===== src/rtl/audio_serializer_pkg.sv =====
// Shared definitions for the audio serializer: serializer states, default widths
// and a small counter-width helper.
package audio_serializer_pkg;

  typedef enum logic {
    IDLE = 1'b0,
    RUN  = 1'b1
  } state_t;

  localparam int DEFAULT_DATA_WIDTH = 16;
  localparam int DEFAULT_FIFO_DEPTH = 4;
  localparam int DEFAULT_CLK_DIV    = 4;

  // Width for a counter spanning 0..n-1, never narrower than one bit.
  function automatic int cnt_width(input int n);
    return (n > 1) ? $clog2(n) : 1;
  endfunction

endpackage


===== src/rtl/audio_serializer_if.sv =====
// Sample input, flag control and codec-style serial link of the audio serializer.
interface audio_serializer_if
  import audio_serializer_pkg::*;
#(
  parameter int DATA_WIDTH = DEFAULT_DATA_WIDTH
);

  logic [DATA_WIDTH-1:0] sample_in;
  logic                  sample_valid;
  logic                  clear_flags;
  logic                  fifo_full;
  logic                  bclk;
  logic                  lrclk;
  logic                  sdata;
  logic                  overflow;
  logic                  underrun;

  modport master (
    output sample_in, sample_valid, clear_flags,
    input  fifo_full, bclk, lrclk, sdata, overflow, underrun
  );

  modport slave (
    input  sample_in, sample_valid, clear_flags,
    output fifo_full, bclk, lrclk, sdata, overflow, underrun
  );

endinterface


===== src/rtl/audio_serializer_sample_fifo.sv =====
// Circular sample buffer with registered count; a push while full is accepted
// only when a pop happens on the same edge.
module sample_fifo
  import audio_serializer_pkg::*;
#(
  parameter int WIDTH = DEFAULT_DATA_WIDTH,
  parameter int DEPTH = DEFAULT_FIFO_DEPTH
) (
  input  logic                     clock,
  input  logic                     reset,
  input  logic                     push,
  input  logic                     pop,
  input  logic [WIDTH-1:0]         din,
  output logic [WIDTH-1:0]         dout,
  output logic [$clog2(DEPTH):0]   count,
  output logic                     full
);

  localparam int AW = $clog2(DEPTH);
  localparam int CW = AW + 1;

  logic [WIDTH-1:0] mem [DEPTH];
  logic [AW-1:0]    rd_ptr;
  logic [AW-1:0]    wr_ptr;
  logic             do_push;
  logic             do_pop;

  assign do_pop  = pop && (count != '0);
  assign do_push = push && (!full || do_pop);
  assign full    = (count == CW'(DEPTH));
  assign dout    = mem[rd_ptr];

  // Pointers wrap naturally because DEPTH is a power of two.
  always_ff @(posedge clock or negedge reset) begin
    if (!reset) begin
      rd_ptr <= '0;
      wr_ptr <= '0;
      count  <= '0;
    end else begin
      if (do_push) wr_ptr <= wr_ptr + AW'(1);
      if (do_pop)  rd_ptr <= rd_ptr + AW'(1);
      case ({do_push, do_pop})
        2'b10:   count <= count + CW'(1);
        2'b01:   count <= count - CW'(1);
        default: count <= count;
      endcase
    end
  end

  always_ff @(posedge clock) begin
    if (do_push) mem[wr_ptr] <= din;
  end

endmodule


===== src/rtl/audio_serializer.sv =====
// Buffers filtered mono samples and sends each one MSB-first in both slots of a
// left-justified frame, with sticky overflow/underrun flags.
module audio_serializer
  import audio_serializer_pkg::*;
#(
  parameter int DATA_WIDTH = DEFAULT_DATA_WIDTH,
  parameter int FIFO_DEPTH = DEFAULT_FIFO_DEPTH,
  parameter int CLK_DIV    = DEFAULT_CLK_DIV
) (
  input logic               clock,
  input logic               reset,
  audio_serializer_if.slave bus
);

  localparam int CW    = $clog2(FIFO_DEPTH) + 1;
  localparam int DIV_W = cnt_width(CLK_DIV);
  localparam int BIT_W = $clog2(2 * DATA_WIDTH);
  localparam logic [DIV_W-1:0] DIV_LAST = DIV_W'(CLK_DIV - 1);
  localparam logic [BIT_W-1:0] BIT_LAST = BIT_W'(2 * DATA_WIDTH - 1);
  localparam logic [BIT_W-1:0] BIT_HALF = BIT_W'(DATA_WIDTH);

  state_t                state, state_n;
  logic [DATA_WIDTH-1:0] hold, hold_n;
  logic [DATA_WIDTH-1:0] shift, shift_n;
  logic [DIV_W-1:0]      div_cnt, div_n;
  logic [BIT_W-1:0]      bit_cnt, bit_n, bit_inc;
  logic                  bclk_r, bclk_n;
  logic                  lrclk_r, lrclk_n;
  logic                  sdata_r, sdata_n;
  logic                  overflow_r, overflow_n, overflow_set;
  logic                  underrun_r, underrun_n, underrun_set;
  logic                  pop;
  logic [DATA_WIDTH-1:0] fifo_dout;
  logic [CW-1:0]         fifo_count;
  logic                  fifo_full_int;

  sample_fifo #(
    .WIDTH (DATA_WIDTH),
    .DEPTH (FIFO_DEPTH)
  ) u_fifo (
    .clock (clock),
    .reset (reset),
    .push  (bus.sample_valid),
    .pop   (pop),
    .din   (bus.sample_in),
    .dout  (fifo_dout),
    .count (fifo_count),
    .full  (fifo_full_int)
  );

  always_ff @(posedge clock or negedge reset) begin
    if (!reset) begin
      state      <= IDLE;
      hold       <= '0;
      shift      <= '0;
      div_cnt    <= '0;
      bit_cnt    <= '0;
      bclk_r     <= 1'b0;
      lrclk_r    <= 1'b0;
      sdata_r    <= 1'b0;
      overflow_r <= 1'b0;
      underrun_r <= 1'b0;
    end else begin
      state      <= state_n;
      hold       <= hold_n;
      shift      <= shift_n;
      div_cnt    <= div_n;
      bit_cnt    <= bit_n;
      bclk_r     <= bclk_n;
      lrclk_r    <= lrclk_n;
      sdata_r    <= sdata_n;
      overflow_r <= overflow_n;
      underrun_r <= underrun_n;
    end
  end

  // Serial data and lrclk only move on falling bclk, so they are stable whenever
  // the codec samples on rising bclk.
  always_comb begin
    state_n      = state;
    hold_n       = hold;
    shift_n      = shift;
    div_n        = div_cnt;
    bit_n        = bit_cnt;
    bclk_n       = bclk_r;
    lrclk_n      = lrclk_r;
    sdata_n      = sdata_r;
    pop          = 1'b0;
    underrun_set = 1'b0;
    bit_inc      = (bit_cnt == BIT_LAST) ? '0 : bit_cnt + BIT_W'(1);

    case (state)
      IDLE: begin
        bclk_n = 1'b0;
        if (fifo_count != '0) begin
          pop     = 1'b1;
          hold_n  = fifo_dout;
          shift_n = fifo_dout;
          sdata_n = fifo_dout[DATA_WIDTH-1];
          lrclk_n = 1'b0;
          div_n   = '0;
          bit_n   = '0;
          state_n = RUN;
        end
      end
      RUN: begin
        if (div_cnt == DIV_LAST) begin
          div_n  = '0;
          bclk_n = !bclk_r;
          if (bclk_r) begin
            bit_n = bit_inc;
            if (bit_inc == BIT_HALF) begin
              lrclk_n = 1'b1;
              shift_n = hold;
              sdata_n = hold[DATA_WIDTH-1];
            end else if (bit_inc == '0) begin
              lrclk_n = 1'b0;
              if (fifo_count != '0) begin
                pop     = 1'b1;
                hold_n  = fifo_dout;
                shift_n = fifo_dout;
                sdata_n = fifo_dout[DATA_WIDTH-1];
              end else begin
                shift_n      = hold;
                sdata_n      = hold[DATA_WIDTH-1];
                underrun_set = 1'b1;
              end
            end else begin
              shift_n = shift << 1;
              sdata_n = shift[DATA_WIDTH-2];
            end
          end
        end else begin
          div_n = div_cnt + DIV_W'(1);
        end
      end
      default: state_n = IDLE;
    endcase

    // A set event on the same edge as clear_flags leaves the flag set.
    overflow_set = bus.sample_valid && fifo_full_int && !pop;
    overflow_n   = (bus.clear_flags ? 1'b0 : overflow_r) | overflow_set;
    underrun_n   = (bus.clear_flags ? 1'b0 : underrun_r) | underrun_set;
  end

  assign bus.fifo_full = fifo_full_int;
  assign bus.bclk      = bclk_r;
  assign bus.lrclk     = lrclk_r;
  assign bus.sdata     = sdata_r;
  assign bus.overflow  = overflow_r;
  assign bus.underrun  = underrun_r;

endmodule


===== src/flat_wrapper.sv =====
// flat-port wrapper written by rule: the top's interface ports become plain ports
module audio_serializer_flat import audio_serializer_pkg::*;
#(
  parameter int DATA_WIDTH = DEFAULT_DATA_WIDTH,
  parameter int FIFO_DEPTH = DEFAULT_FIFO_DEPTH,
  parameter int CLK_DIV    = DEFAULT_CLK_DIV
)
  (clock, reset, bus_sample_in, bus_sample_valid, bus_clear_flags, bus_fifo_full, bus_bclk, bus_lrclk, bus_sdata, bus_overflow, bus_underrun);
  audio_serializer_if #(.DATA_WIDTH(DATA_WIDTH)) bus_i ();
  input logic clock;
  input logic reset;
  input wire logic [$bits(bus_i.sample_in)-1:0] bus_sample_in;
  input wire logic [$bits(bus_i.sample_valid)-1:0] bus_sample_valid;
  input wire logic [$bits(bus_i.clear_flags)-1:0] bus_clear_flags;
  output wire logic [$bits(bus_i.fifo_full)-1:0] bus_fifo_full;
  output wire logic [$bits(bus_i.bclk)-1:0] bus_bclk;
  output wire logic [$bits(bus_i.lrclk)-1:0] bus_lrclk;
  output wire logic [$bits(bus_i.sdata)-1:0] bus_sdata;
  output wire logic [$bits(bus_i.overflow)-1:0] bus_overflow;
  output wire logic [$bits(bus_i.underrun)-1:0] bus_underrun;
  assign bus_i.sample_in = bus_sample_in;
  assign bus_i.sample_valid = bus_sample_valid;
  assign bus_i.clear_flags = bus_clear_flags;
  assign bus_fifo_full = bus_i.fifo_full;
  assign bus_bclk = bus_i.bclk;
  assign bus_lrclk = bus_i.lrclk;
  assign bus_sdata = bus_i.sdata;
  assign bus_overflow = bus_i.overflow;
  assign bus_underrun = bus_i.underrun;
  audio_serializer #(.DATA_WIDTH(DATA_WIDTH), .FIFO_DEPTH(FIFO_DEPTH), .CLK_DIV(CLK_DIV)) u_core (.clock(clock), .reset(reset), .bus(bus_i));
endmodule

===== config.mk =====
export PLATFORM = sky130hd
export DESIGN_NAME = audio_serializer_flat
export DESIGN_NICKNAME = d
export VERILOG_FILES = /design/src/rtl/audio_serializer_pkg.sv /design/src/rtl/audio_serializer_if.sv /design/src/rtl/audio_serializer_sample_fifo.sv /design/src/rtl/audio_serializer.sv /design/src/flat_wrapper.sv
export SDC_FILE = /design/constraint.sdc
export NUM_CORES = 1
export LEC_CHECK = 0
export CORE_MARGIN = 2
export CORE_UTILIZATION = 40
export DETAILED_ROUTE_END_ITERATION = 6
export GPL_TIMING_DRIVEN = 0
export MAX_ROUTING_LAYER = met4
export SLEW_MARGIN = 20
export SYNTH_ARGS = -nofsm -noshare
export SYNTH_HDL_FRONTEND = slang
export SYNTH_SLANG_ARGS = --single-unit

===== constraint.sdc =====
create_clock -name clock -period 7.5 [get_ports clock]
set_input_delay 1.5 -clock clock [delete_from_list [all_inputs] [get_ports clock]]
set_output_delay 1.5 -clock clock [all_outputs]
set_load 0.03 [all_outputs]

; After elaboration in Yosys (flattened, before gate mapping)
; Memory sizes are Yosys's and may differ from the RTL's.
; Cells that the tools add are included.
[totals]
regBits = 51
elab_cells = 102
mem_bits_rw = 64
mem_count = 1
in_bits = 20
[mem_list]
columns = memory, depth, width, read_ports, rd_clocked_by_memory_dff, write_ports, line
row1 = u_core.u_fifo.mem, 4, 16, 1, 0, 1, audio_serializer_sample_fifo.sv:22  ; logic [WIDTH-1:0] mem [DEPTH];
[op_classes]
n_reduce_logical = 14
bitwise = 3
addsub = 6
eq_ne = 12
n_mux = 53
[ops]
columns = op, count
row1 = 16-bit two-way mux, 5
row2 = 15-bit two-way mux, 5
row3 = 16-bit one-hot mux with 2 select lines, 1
row4 = 15-bit one-hot mux with 2 select lines, 1
row5 = 1-bit two-way mux, 28
row6 = 5-bit two-way mux, 4
row7 = 5-bit == test (second input constant), 2
row8 = 5-bit one-hot mux with 2 select lines, 1
row9 = 2-bit inequality test (second input constant), 4
row10 = 1-bit one-hot mux with 2 select lines, 4
row11 = 4-bit AND reduction, 2
row12 = 2-bit by 1-bit adder with 2-bit output (second input constant), 3
row13 = 3-bit one-hot mux with 2 select lines, 1
row14 = 5-bit by 1-bit adder with 5-bit output (second input constant), 1
row15 = 5-bit zero test, 1
row16 = 2-bit == test (second input constant), 2
row17 = 1-bit logical AND, 4
row18 = 2-bit two-way mux, 2
row19 = 2-bit one-hot mux with 2 select lines, 1
row20 = 3-bit by 1-bit adder with 3-bit output (second input constant), 1
row21 = 3-bit == test (second input constant), 1
row22 = 1-bit zero test, 3
row23 = 3-bit inequality test (second input constant), 1
row24 = 3-bit AND reduction, 1
row25 = other kinds (8), 9

; Depth between registers and ports, before layout
; Gate-level depths: netlist (run 1).
[depth]
ltp_word = 13
mapped_depth = 12
depth_no_buf = 11

; Modules after synthesis
; Synthesis (run 1) repeated with hierarchy kept, for this count alone.
[unflattened]
cells_unflattened = 369
hier_area_um2 = 5292.6
[by_module_without_submodules]
columns = module, area_per_inst_um2, cells_each, n_inst
row1 = sample_fifo, 2827.7, 137, 1
row2 = audio_serializer, 2464.9, 232, 1

; Worst setup path after synthesis (run 1)
; OpenSTA, ideal clock, no wires.
[synth_timing]
path_type = register -> register
start = register u_core.bit_cnt[0]
end = register u_core.u_fifo.count[2]
setup_ps = 135
path_buffers = 1
path_stages_with_launch = 13
required_time_ps = 7365
setup_slack_ps = 4424
t_arrival_ps = 2941
cell_sequence = dfrtp_1 -> ha_1 -> clkbuf_8 -> and3_1 -> ha_1 -> nand4b_1 -> o21a_2 -> or3_1 -> fa_1 -> nor2b_1 -> o211ai_1 -> o211ai_1 -> o211ai_1
[synth_via]
elab_chain_cells = 13
word_cells_on_any_way = 17
classes_between = add/sub (1) / eq/ne (4) / mux (7) / reduce/logical (5)
[synth_rtl]
columns = element, line
row1 = from (decl), audio_serializer.sv:26  ; logic [BIT_W-1:0] bit_cnt, bit_n, bit_inc;
row2 = from (signal assigned), audio_serializer.sv:68  ; bit_cnt <= bit_n;
row3 = 5-bit by 1-bit adder with 5-bit output or 5-bit == test (tied branches), audio_serializer.sv:90  ; bit_inc = (bit_cnt == BIT_LAST) ? '0 : bit_cnt + BIT_W'(1);
row4 = 5-bit two-way mux *, audio_serializer.sv:90
row5 = 5-bit zero test, audio_serializer.sv:116  ; end else if (bit_inc == '0) begin
row6 = 1-bit two-way mux, audio_serializer.sv:116
row7 = 1-bit two-way mux *, audio_serializer.sv:112  ; if (bit_inc == BIT_HALF) begin
row8 = 1-bit two-way mux *, audio_serializer.sv:110  ; if (bclk_r) begin
row9 = 1-bit two-way mux *, audio_serializer.sv:107  ; if (div_cnt == DIV_LAST) begin
row10 = 1-bit one-hot mux with 2 select lines *, audio_serializer.sv:92  ; case (state)
row11 = 1-bit logical AND *, audio_serializer_sample_fifo.sv:28  ; assign do_pop = pop && (count != '0);
row12 = 1-bit logical OR, audio_serializer_sample_fifo.sv:29  ; assign do_push = push && (!full || do_pop);
row13 = 1-bit logical AND, audio_serializer_sample_fifo.sv:29
row14 = 2-bit by 1-bit == test with 1-bit output or 2-bit == test (tied branches), audio_serializer_sample_fifo.sv:42  ; case ({do_push, do_pop})
row15 = 3-bit one-hot mux with 2 select lines or 2-bit nonzero test (tied branches), --
row16 = to (signal assigned), audio_serializer_sample_fifo.sv:43  ; 2'b10: count <= count + CW'(1);
row17 = to (signal assigned), audio_serializer_sample_fifo.sv:44  ; 2'b01: count <= count - CW'(1);
row18 = to (signal assigned), audio_serializer_sample_fifo.sv:45  ; default: count <= count;
row19 = to (decl), audio_serializer_sample_fifo.sv:15  ; output logic [$clog2(DEPTH):0] count,
; Every way passes the cells marked *; elsewhere a longest branch is shown, timed or not.
; A chain may end at the register's enable or synchronous reset.

; Worst setup path after layout (run 1)
; Same ends and word-level chain as after synthesis.

==> results of run 1 <==
## power breakdown
group	switching (uW)	internal (uW)	leakage [uW]
combinational	328	301	0.000923
sequential	96.9	851	0.00121
clock	298	524	0.000286
## Yosys cell counts, types with 2 or more instances
| cell type | number | share of area |
|---|---|---|
| sky130_fd_sc_hd__mux4_2 | 12 | 0.052 |
| sky130_fd_sc_hd__and2_2 | 4 | 0.0058 |
| sky130_fd_sc_hd__mux2_2 | 10 | 0.022 |
| sky130_fd_sc_hd__nand2_1 | 18 | 0.013 |
| sky130_fd_sc_hd__nand2b_1 | 3 | 0.0036 |
| sky130_fd_sc_hd__buf_6 | 2 | 0.0044 |
| sky130_fd_sc_hd__mux4_1 | 4 | 0.020 |
| sky130_fd_sc_hd__mux2_4 | 2 | 0.0058 |
| sky130_fd_sc_hd__nor2_1 | 14 | 0.010 |
| sky130_fd_sc_hd__or3_2 | 4 | 0.0058 |
| sky130_fd_sc_hd__and2_1 | 9 | 0.011 |
| sky130_fd_sc_hd__o22ai_1 | 2 | 0.0024 |
| sky130_fd_sc_hd__o221ai_1 | 6 | 0.010 |
| sky130_fd_sc_hd__ha_1 | 7 | 0.017 |
| sky130_fd_sc_hd__edfxtp_1 | 64 | 0.37 |
| sky130_fd_sc_hd__nor3_1 | 9 | 0.0087 |
| sky130_fd_sc_hd__and3_1 | 9 | 0.011 |
| sky130_fd_sc_hd__xor2_1 | 2 | 0.0034 |
| sky130_fd_sc_hd__clkbuf_8 | 3 | 0.0080 |
| sky130_fd_sc_hd__a21o_1 | 5 | 0.0073 |
| sky130_fd_sc_hd__xnor2_1 | 5 | 0.0085 |
| sky130_fd_sc_hd__a211o_1 | 6 | 0.010 |
| sky130_fd_sc_hd__o21ai_0 | 10 | 0.0097 |
| sky130_fd_sc_hd__clkbuf_1 | 7 | 0.0051 |
| sky130_fd_sc_hd__mux2i_1 | 2 | 0.0039 |
| sky130_fd_sc_hd__a21oi_1 | 6 | 0.0058 |
| sky130_fd_sc_hd__or4_1 | 2 | 0.0029 |
| sky130_fd_sc_hd__inv_1 | 7 | 0.0051 |
| sky130_fd_sc_hd__a21boi_0 | 2 | 0.0029 |
| sky130_fd_sc_hd__a211oi_1 | 6 | 0.0087 |
| sky130_fd_sc_hd__nand3_1 | 5 | 0.0048 |
| sky130_fd_sc_hd__a22o_1 | 8 | 0.014 |
| sky130_fd_sc_hd__buf_2 | 5 | 0.0048 |
| sky130_fd_sc_hd__or3_1 | 3 | 0.0036 |
| sky130_fd_sc_hd__a31oi_1 | 2 | 0.0024 |
| sky130_fd_sc_hd__o211ai_1 | 5 | 0.0073 |
| sky130_fd_sc_hd__nor2b_1 | 3 | 0.0036 |
| sky130_fd_sc_hd__dfrtp_1 | 51 | 0.25 |
| sky130_fd_sc_hd__a22oi_1 | 2 | 0.0029 |
## how the worst max path moves through the flow
stage / start / endpoint / slack (ns)
detailed placement: u_core.bit_cnt[0] / u_core.u_fifo.mem[1][3] / 4.03
global route: u_core.bit_cnt[0] / u_core.u_fifo.count[2] / 3.82
global placement: reset / u_core.u_fifo.rd_ptr[0] / 3.28
finish: u_core.bit_cnt[0] / u_core.u_fifo.count[2] / 4.05
CTS: u_core.bit_cnt[0] / u_core.u_fifo.mem[1][15] / 4.01
floorplan: u_core.bit_cnt[0] / u_core.u_fifo.count[2] / 4.42
## metal layers
| layer | wire length [um] | share of wire |
|---|---|---|
| met4 | 95 | 0.0092 |
| met5 | 0 | 0 |
| met2 | 4940 | 0.48 |
| met1 | 4860 | 0.47 |
| met3 | 380 | 0.037 |
## cell type report
cell class	count	area [sq um]
multi-input cells	211	1810
well taps	172	215
fillers	1106	6400
clock buffers	17	425
plain buffers	19	134
inverters	7	26.3
flip-flops and latches	115	3200
clock inverters	15	178
repair buffers	24	238
## layout by cell type (no fill, tap or decap), types with 4 or more instances in the layout
cell | synthesis | final
sky130_fd_sc_hd__nor3_1 | 9 | 9
sky130_fd_sc_hd__nand3_1 | 5 | 5
sky130_fd_sc_hd__or3_2 | 4 | 4
sky130_fd_sc_hd__clkdlybuf4s50_1 | 0 | 23
sky130_fd_sc_hd__o211ai_1 | 5 | 5
sky130_fd_sc_hd__inv_1 | 7 | 7
sky130_fd_sc_hd__buf_2 | 5 | 5
sky130_fd_sc_hd__and3_1 | 9 | 9
sky130_fd_sc_hd__mux4_1 | 4 | 4
sky130_fd_sc_hd__clkbuf_1 | 7 | 7
sky130_fd_sc_hd__inv_6 | 0 | 4
sky130_fd_sc_hd__a211oi_1 | 6 | 6
sky130_fd_sc_hd__edfxtp_1 | 64 | 64
sky130_fd_sc_hd__clkbuf_16 | 0 | 17
sky130_fd_sc_hd__ha_1 | 7 | 7
sky130_fd_sc_hd__a22o_1 | 8 | 8
sky130_fd_sc_hd__o21ai_0 | 10 | 10
sky130_fd_sc_hd__a211o_1 | 6 | 6
sky130_fd_sc_hd__a21o_1 | 5 | 5
sky130_fd_sc_hd__mux2_2 | 10 | 10
sky130_fd_sc_hd__nand2_1 | 18 | 18
sky130_fd_sc_hd__nor2_1 | 14 | 14
sky130_fd_sc_hd__a21oi_1 | 6 | 6
sky130_fd_sc_hd__dfrtp_1 | 51 | 51
sky130_fd_sc_hd__and2_2 | 4 | 4
sky130_fd_sc_hd__mux4_2 | 12 | 12
sky130_fd_sc_hd__and2_1 | 9 | 9
sky130_fd_sc_hd__o221ai_1 | 6 | 6
sky130_fd_sc_hd__xnor2_1 | 5 | 5
## kinds of logic after synthesis
family                     Yosys count  share of synthesized area
muxes                               31                      0.106
buffers and inverters               26                     0.0310
DFF                                115                      0.619
xor gates and xnor gates             7                     0.0119
adders and majority gates            8                     0.0208
and+or+nand+nor                     91                     0.0979
AOI/OAI and AO/OA                   74                      0.113
## metrics by stage
step	std cells	hold WS, ns	utilization
finish	580	0.479	0.493
floorplan	352	0.451	-
CTS	580	0.481	0.493
global route	580	0.498	0.493
detailed placement	548	0.469	0.445
global placement	548	0.463	0.445
## flip-flops by register name, summed over array words and instances, names as in the netlist, 2 cells and up
register	cells
u_core.bit_cnt	5
u_core.div_cnt	2
u_core.hold	16
u_core.shift	15
u_core.u_fifo.count	3
u_core.u_fifo.mem	64
u_core.u_fifo.rd_ptr	2
u_core.u_fifo.wr_ptr	2
## worst register-to-register path, cell delays in order (launching register included)
cell	delay, ns
sky130_fd_sc_hd__dfrtp_1	0.44
sky130_fd_sc_hd__ha_1	0.23
sky130_fd_sc_hd__clkbuf_8	0.16
sky130_fd_sc_hd__and3_1	0.18
sky130_fd_sc_hd__ha_1	0.31
sky130_fd_sc_hd__nand4b_1	0.33
sky130_fd_sc_hd__o21a_2	0.36
sky130_fd_sc_hd__or3_1	0.34
sky130_fd_sc_hd__fa_1	0.42
sky130_fd_sc_hd__nor2b_1	0.18
sky130_fd_sc_hd__o211ai_1	0.14
sky130_fd_sc_hd__o211ai_1	0.13
sky130_fd_sc_hd__o211ai_1	0.11
==> results.env, run 1 <==
OUTCOME='finished, final reports clean'
GRT_FIRST_PASS_WIRELENGTH_UM=17200
GRT_SETUP_UNREPAIRED='false'
POST-ROUTE-MIN-PERIOD_NS=3.45
DETAILEDPLACE.WORSTSLACK_NS=4.03
AREA.GROWTH.SYNTH_TO_FINAL_PCT=20.5
SYNTH-ASYNC-RESET-RATIO=0.443
GRT_PASS1_VIAS=3234
IO_PINS=26
SETUP_VIOL=0
START_UTIL=0.409
GRT_MOST_USED_LAYER='met2'
MAXCLOCKFREQUENCY_MHz=290
DIEHEIGHT_UM=118
FINAL_HOLD_VIOL_COUNT=0
GLOBALROUTEMET3UTIL=0.0417
FINCLKSKEW_NS=0.00918
WL_PER_CELL_UM=17.7
CRIT_FANOUT=9
POSTSYNTHREGISTERBITS=115
DRIVE_ABOVE_1_SHARE=0.211
POSTLAYOUTSETUPSLACKWORST_NS=4.05
SYNTH_ENABLE_FLOP_CELLS=64
POSTSYNTHCELLCOUNT=352
LEAKAGEPOWER_uW=0.00242
ROUTED_WIRELENGTH_UM=10300
CTS_POST_SETUP_BUFFERS_INSERTED=0
CRITICAL_PATH_SINK_TYPE='flop'
GLOBAL_ROUTE.USAGE.MET2=0.249
DETAILROUTE.VIA_COUNT=3111
POST-LAYOUT-TOTAL-POWER_uW=2400
CRITICAL_PATH.N_BUFFERS_INVERTERS=1
POST-DP-HPWL_UM=6580
P_PER_AREA_nW_PER_UM2=386
WORST-R2R-CELL-COUNT=12
SOURCE_TO_SINK_CLOCK_DELAY_AT_THE_LATER_PIN_OF_THE_WORST_SKEW_PAIR_NS=0.41
LARGEST_NET_DEGREE_AT_THE_START_OF_GLOBAL_ROUTING=52
CRITPATHTOPFAMILY='simple AND/OR/NAND/NOR gates'
CRITICAL-PATH-MAX-STAGE-DELAY_NS=0.44
YOSYSWARNINGS=0
CLOCK_TREE_FROM_TRITONCTS='built'
MAXCAPVIOLATIONS=0
HOLD_PATH_CELL_CNT=1
CRITICAL_PATH.SLOWEST_CELL='sky130_fd_sc_hd__dfrtp_1'
AVGSYNTHCELLAREA_SQ_UM=14.7
SEQ_AREA_FRAC_SYNTH=0.619
CTS-BUFFERS-INSERTED=17
FINISH.NET_COUNT=423
CRITPATHKIND='flop to flop'
NET_COUNT_OF_THE_MAPPED_NETLIST=380
FINAL-MAX-SLEW-VIOLATION-COUNT=0
ORDERED_CELL_LIST_FOR_THE_CRITICAL_PATH='ha_1 > clkbuf_8 > and3_1 > ha_1 > nand4b_1 > o21a_2 > or3_1 > fa_1 > nor2b_1 > o211ai_1 > o211ai_1 > o211ai_1'
CRITPATHREQUIREDTIME_NS=7.78
DIODES=0
FLOORPLAN.DIE.WIDTH_UM=118
DESIGN.CORE.AREA_SQ_UM=12600
WORSTSETUPPATHDEPTH=12
SYNTH.LIB_CELLS_USED.DISTINCT=65
MIN-DELAY-START='u_core.hold[11]'
WORST_R2R_STARTPOINT='u_core.bit_cnt[0]'
CRITPATHARRIVALTIME_NS=3.73
SYNTH_TOP_FLOP_CELL='sky130_fd_sc_hd__edfxtp_1'
DPL-INSTANCE-AREA_SQ_UM=5620
WORSTSETUPSTARTPOINTTYPE='flop'
CTS.HOLD.BUFFERS_ADDED=0
GRT_UTIL_MET1=0.219
FIRSTDRTPASSITERS=4
CTS-ROOT-TO-SINK-BUFFERS=2
SYNTHESIS.AREA_SQ_UM=5160
FIN_SETUP_TNS_NS=0
DIEAREA_SQ_UM=13800
REG2REG_SLACK_NS=4.05
CTS_MAX_LEVEL=4
PORT-BUFFER-COUNT=24
GRT-OVFL-TOTAL=0
DRTANTENNAVIOLNETS=0
STARTING_DRC_COUNT_IN_DETAILED_ROUTING=191
WORST_PATH_MOST_REPEATED_CELL='sky130_fd_sc_hd__o211ai_1'
FINALWEIGHTEDCONGESTION=0.815
CLOCK_EDGE_TRANSITION_AT_THE_REGISTERS_ON_THE_REPORTED_SETUP_AND_HOLD_PATHS_NS=0.06
FINAL_DESIGN_AREA_NO_FILL_SQ_UM=6220
REG2REG_TO='u_core.u_fifo.count[2]'
CTS.SINK_COUNT=115
CTSROOTBUFFERMASTER='sky130_fd_sc_hd__clkbuf_16'
WORSTMARGINPINSLEW_NS=0.910
FLOORPLAN.ROWS=41
POST_CTS_RESIZE_COUNT=0
IRDROPWORSTVDD_mV=0.216
TIMING.HOLD.WORST.CLASS='flop to flop'
INITIAL_ANTENNA_VIOLATION_COUNT=0
GRTUSAGETOTAL=0.165
TIMING.MAX_SLEW.REL_SLACK=0.387
ROUTED_VIA_DENSITY=5.36
HOLDPATHEND='u_core.hold[11]'
DRC_ERRORS=0
FINAL_PERIOD_UTILIZATION=0.460
Note: power is estimated with default switching activity, not from simulation.
==> inputs of run 2 (changes only) <==
==> constraint.sdc (replaced) <==
create_clock -name clock -period 3.1 [get_ports clock]
set_input_delay 0.62 -clock clock [delete_from_list [all_inputs] [get_ports clock]]
set_output_delay 0.62 -clock clock [all_outputs]
set_load 0.03 [all_outputs]
==> results.env, run 2 (synthesis gave the netlist of run 1 again) <==
AREA.GROWTH.SYNTH_TO_FINAL_PCT=22.6
FLOORPLAN.ROWS=41
LAYOUT.CELLS.MOST_COMMON_LIST='sky130_fd_sc_hd__edfxtp_1 (64), sky130_fd_sc_hd__dfrtp_1 (50), sky130_fd_sc_hd__clkdlybuf4s50_1 (23)'
LARGEST-REGISTER='u_core.u_fifo.mem'
MAX_REG_FLOPS=64
CRITICAL-PATH-MAX-STAGE-DELAY_NS=0.39
CTS.HOLD.BUFFERS_ADDED=0
IRDROPWORSTVDD_mV=0.523
FINAL_CELLS=589
CRIT_FANOUT=6
GLOBALROUTEMET3UTIL=0.0417
DESIGN.CORE.AREA_SQ_UM=12600
LEAKAGEPOWER_uW=0.00246
GRT_MOST_USED_LAYER='met2'
POST-DP-HPWL_UM=6580
CTS_MAX_LEVEL=4
WORST_PATH_MOST_REPEATED_CELL='sky130_fd_sc_hd__o211ai_1'
MAXCLOCKFREQUENCY_MHz=338
DIEHEIGHT_UM=118
CTS-ROOT-TO-SINK-BUFFERS=2
FINAL_HOLD_VIOL_COUNT=0
ROUTED_VIA_DENSITY=5.35
DIEAREA_SQ_UM=13800
DRC_ERRORS=0
LARGEST_REGISTERS='u_core.u_fifo.mem: 64 flops, u_core.hold: 16 flops, u_core.shift: 15 flops'
WORSTSETUPSTARTPOINTTYPE='flop'
CTS.SINK_COUNT=115
GLOBAL_ROUTE.USAGE.MET2=0.254
DIODES=0
WORSTMARGINPINSLEW_NS=0.863
SETUP_VIOL=0
CLOCK_EDGE_TRANSITION_AT_THE_REGISTERS_ON_THE_REPORTED_SETUP_AND_HOLD_PATHS_NS=0.06
GRTUSAGETOTAL=0.167
OUTCOME='finished, final reports clean'
CLOCK_TREE_FROM_TRITONCTS='built'
GRT_UTIL_MET1=0.220
DETAILROUTE.VIA_COUNT=3153
START_UTIL=0.409
SOURCE_TO_SINK_CLOCK_DELAY_AT_THE_LATER_PIN_OF_THE_WORST_SKEW_PAIR_NS=0.41
TIMING.MAX_SLEW.REL_SLACK=0.418
P_PER_AREA_nW_PER_UM2=931
CRITICAL_PATH.SLOWEST_CELL='sky130_fd_sc_hd__dfrtp_1'
ORDERED_CELL_LIST_FOR_THE_CRITICAL_PATH='ha_2 > buf_8 > and3_4 > ha_4 > nand4b_1 > o21a_4 > or3_4 > fa_2 > nor2b_2 > o211ai_1 > o211ai_1 > o211ai_1'
FIRSTDRTPASSITERS=4
IO_PINS=26
LAYOUT_COMMONEST_CELL='sky130_fd_sc_hd__edfxtp_1'
INITIAL_ANTENNA_VIOLATION_COUNT=0
PORT-BUFFER-COUNT=24
CRITPATHKIND='flop to flop'
GRT-OVFL-TOTAL=0
POST-ROUTE-MIN-PERIOD_NS=2.96
MAXCAPVIOLATIONS=0
CRITPATHREQUIREDTIME_NS=3.38
GRT_FIRST_PASS_WIRELENGTH_UM=17400
LARGEST_NET_DEGREE_AT_THE_START_OF_GLOBAL_ROUTING=52
ROUTED_WIRELENGTH_UM=10500
FINAL_PERIOD_UTILIZATION=0.954
FIN_SETUP_TNS_NS=0
CRITPATHARRIVALTIME_NS=3.24
FLOORPLAN.DIE.WIDTH_UM=118
CTSROOTBUFFERMASTER='sky130_fd_sc_hd__clkbuf_16'
FINAL-MAX-SLEW-VIOLATION-COUNT=0
CRITICAL_PATH.N_BUFFERS_INVERTERS=1
FINCLKSKEW_NS=0.0109
TIMING.HOLD.WORST.CLASS='input pin to async pin'
PLACEDCELLCOUNT=548
CRITICAL_PATH_SINK_TYPE='flop'
DRIVE_ABOVE_1_SHARE=0.254
STARTING_DRC_COUNT_IN_DETAILED_ROUTING=197
DRTANTENNAVIOLNETS=0
CTS-BUFFERS-INSERTED=17
FINISH.NET_COUNT=432
WL_PER_CELL_UM=17.9
GRT_PASS1_VIAS=3272
CRITPATHTOPFAMILY='simple AND/OR/NAND/NOR gates'
FINALWEIGHTEDCONGESTION=0.815
run 2: path summary, 6_finish.rpt:
path	startpoint	end	slack, ns	depth (start not counted)
min in group clock	u_core.hold[1]	u_core.hold[1]	0.48	1
max reg2reg	u_core.bit_cnt[1]	u_core.u_fifo.count[2]	0.14	12
min	reset	u_core.u_fifo.count[2]	0.25	1
max	u_core.bit_cnt[1]	u_core.u_fifo.count[2]	0.14	12
max in group asynchronous	reset	u_core.bit_cnt[0]	2.36	1
min reg2reg	u_core.hold[1]	u_core.hold[1]	0.48	1
run 2: repair_timing:
action	4_1_cts	5_1_grt
hold endpoints to repair	0	0
setup buffers	4	5
gates resized for setup	8	5
pin swaps	1	4
endpoints found under the setup margin	66	66
run 2: routing by layer:
metal,share of wire,vias up,wire length [um]
met4,0.0089,0,94
met2,0.48,59,5050
met3,0.037,8,388
met1,0.47,1610,4990
li1,-,1476,-
met5,0,-,0
run 2: power by group:
group	internal (uW)	total, uW	switching, uW	leakage (uW)
clock network	1270	1980	717	0.000286
logic	793	1630	836	0.000968
registers	2060	2280	223	0.00121
total	4120	5890	1780	0.00246
run 2: final cells by class:
| type | count | area, sq um |
|---|---|---|
| well taps | 172 | 215 |
| flip-flops and latches | 115 | 3200 |
| repair buffers | 33 | 305 |
| clock inverters | 15 | 178 |
| fillers | 1101 | 6290 |
| inverters | 7 | 26.3 |
| multi-input cells | 211 | 1850 |
| plain buffers | 19 | 135 |
| clock buffers | 17 | 425 |
run 2: metrics by stage:
stage | hold WS [ns] | util | total power [uW] | setup WS, ns | cell area [sq um]
6_report | 0.248 | 0.502 | 5890 | 0.144 | 6330
3_3_place_gp | 0.463 | 0.445 | 3820 | -0.334 | 5620
4_1_cts | 0.269 | 0.497 | 5880 | 0.0131 | 6270
2_1_floorplan | 0.324 | - | 3400 | 0.0242 | 5160
3_5_place_dp | 0.469 | 0.445 | 3860 | -0.372 | 5620
5_1_grt | 0.297 | 0.502 | 6210 | -0.00627 | 6330
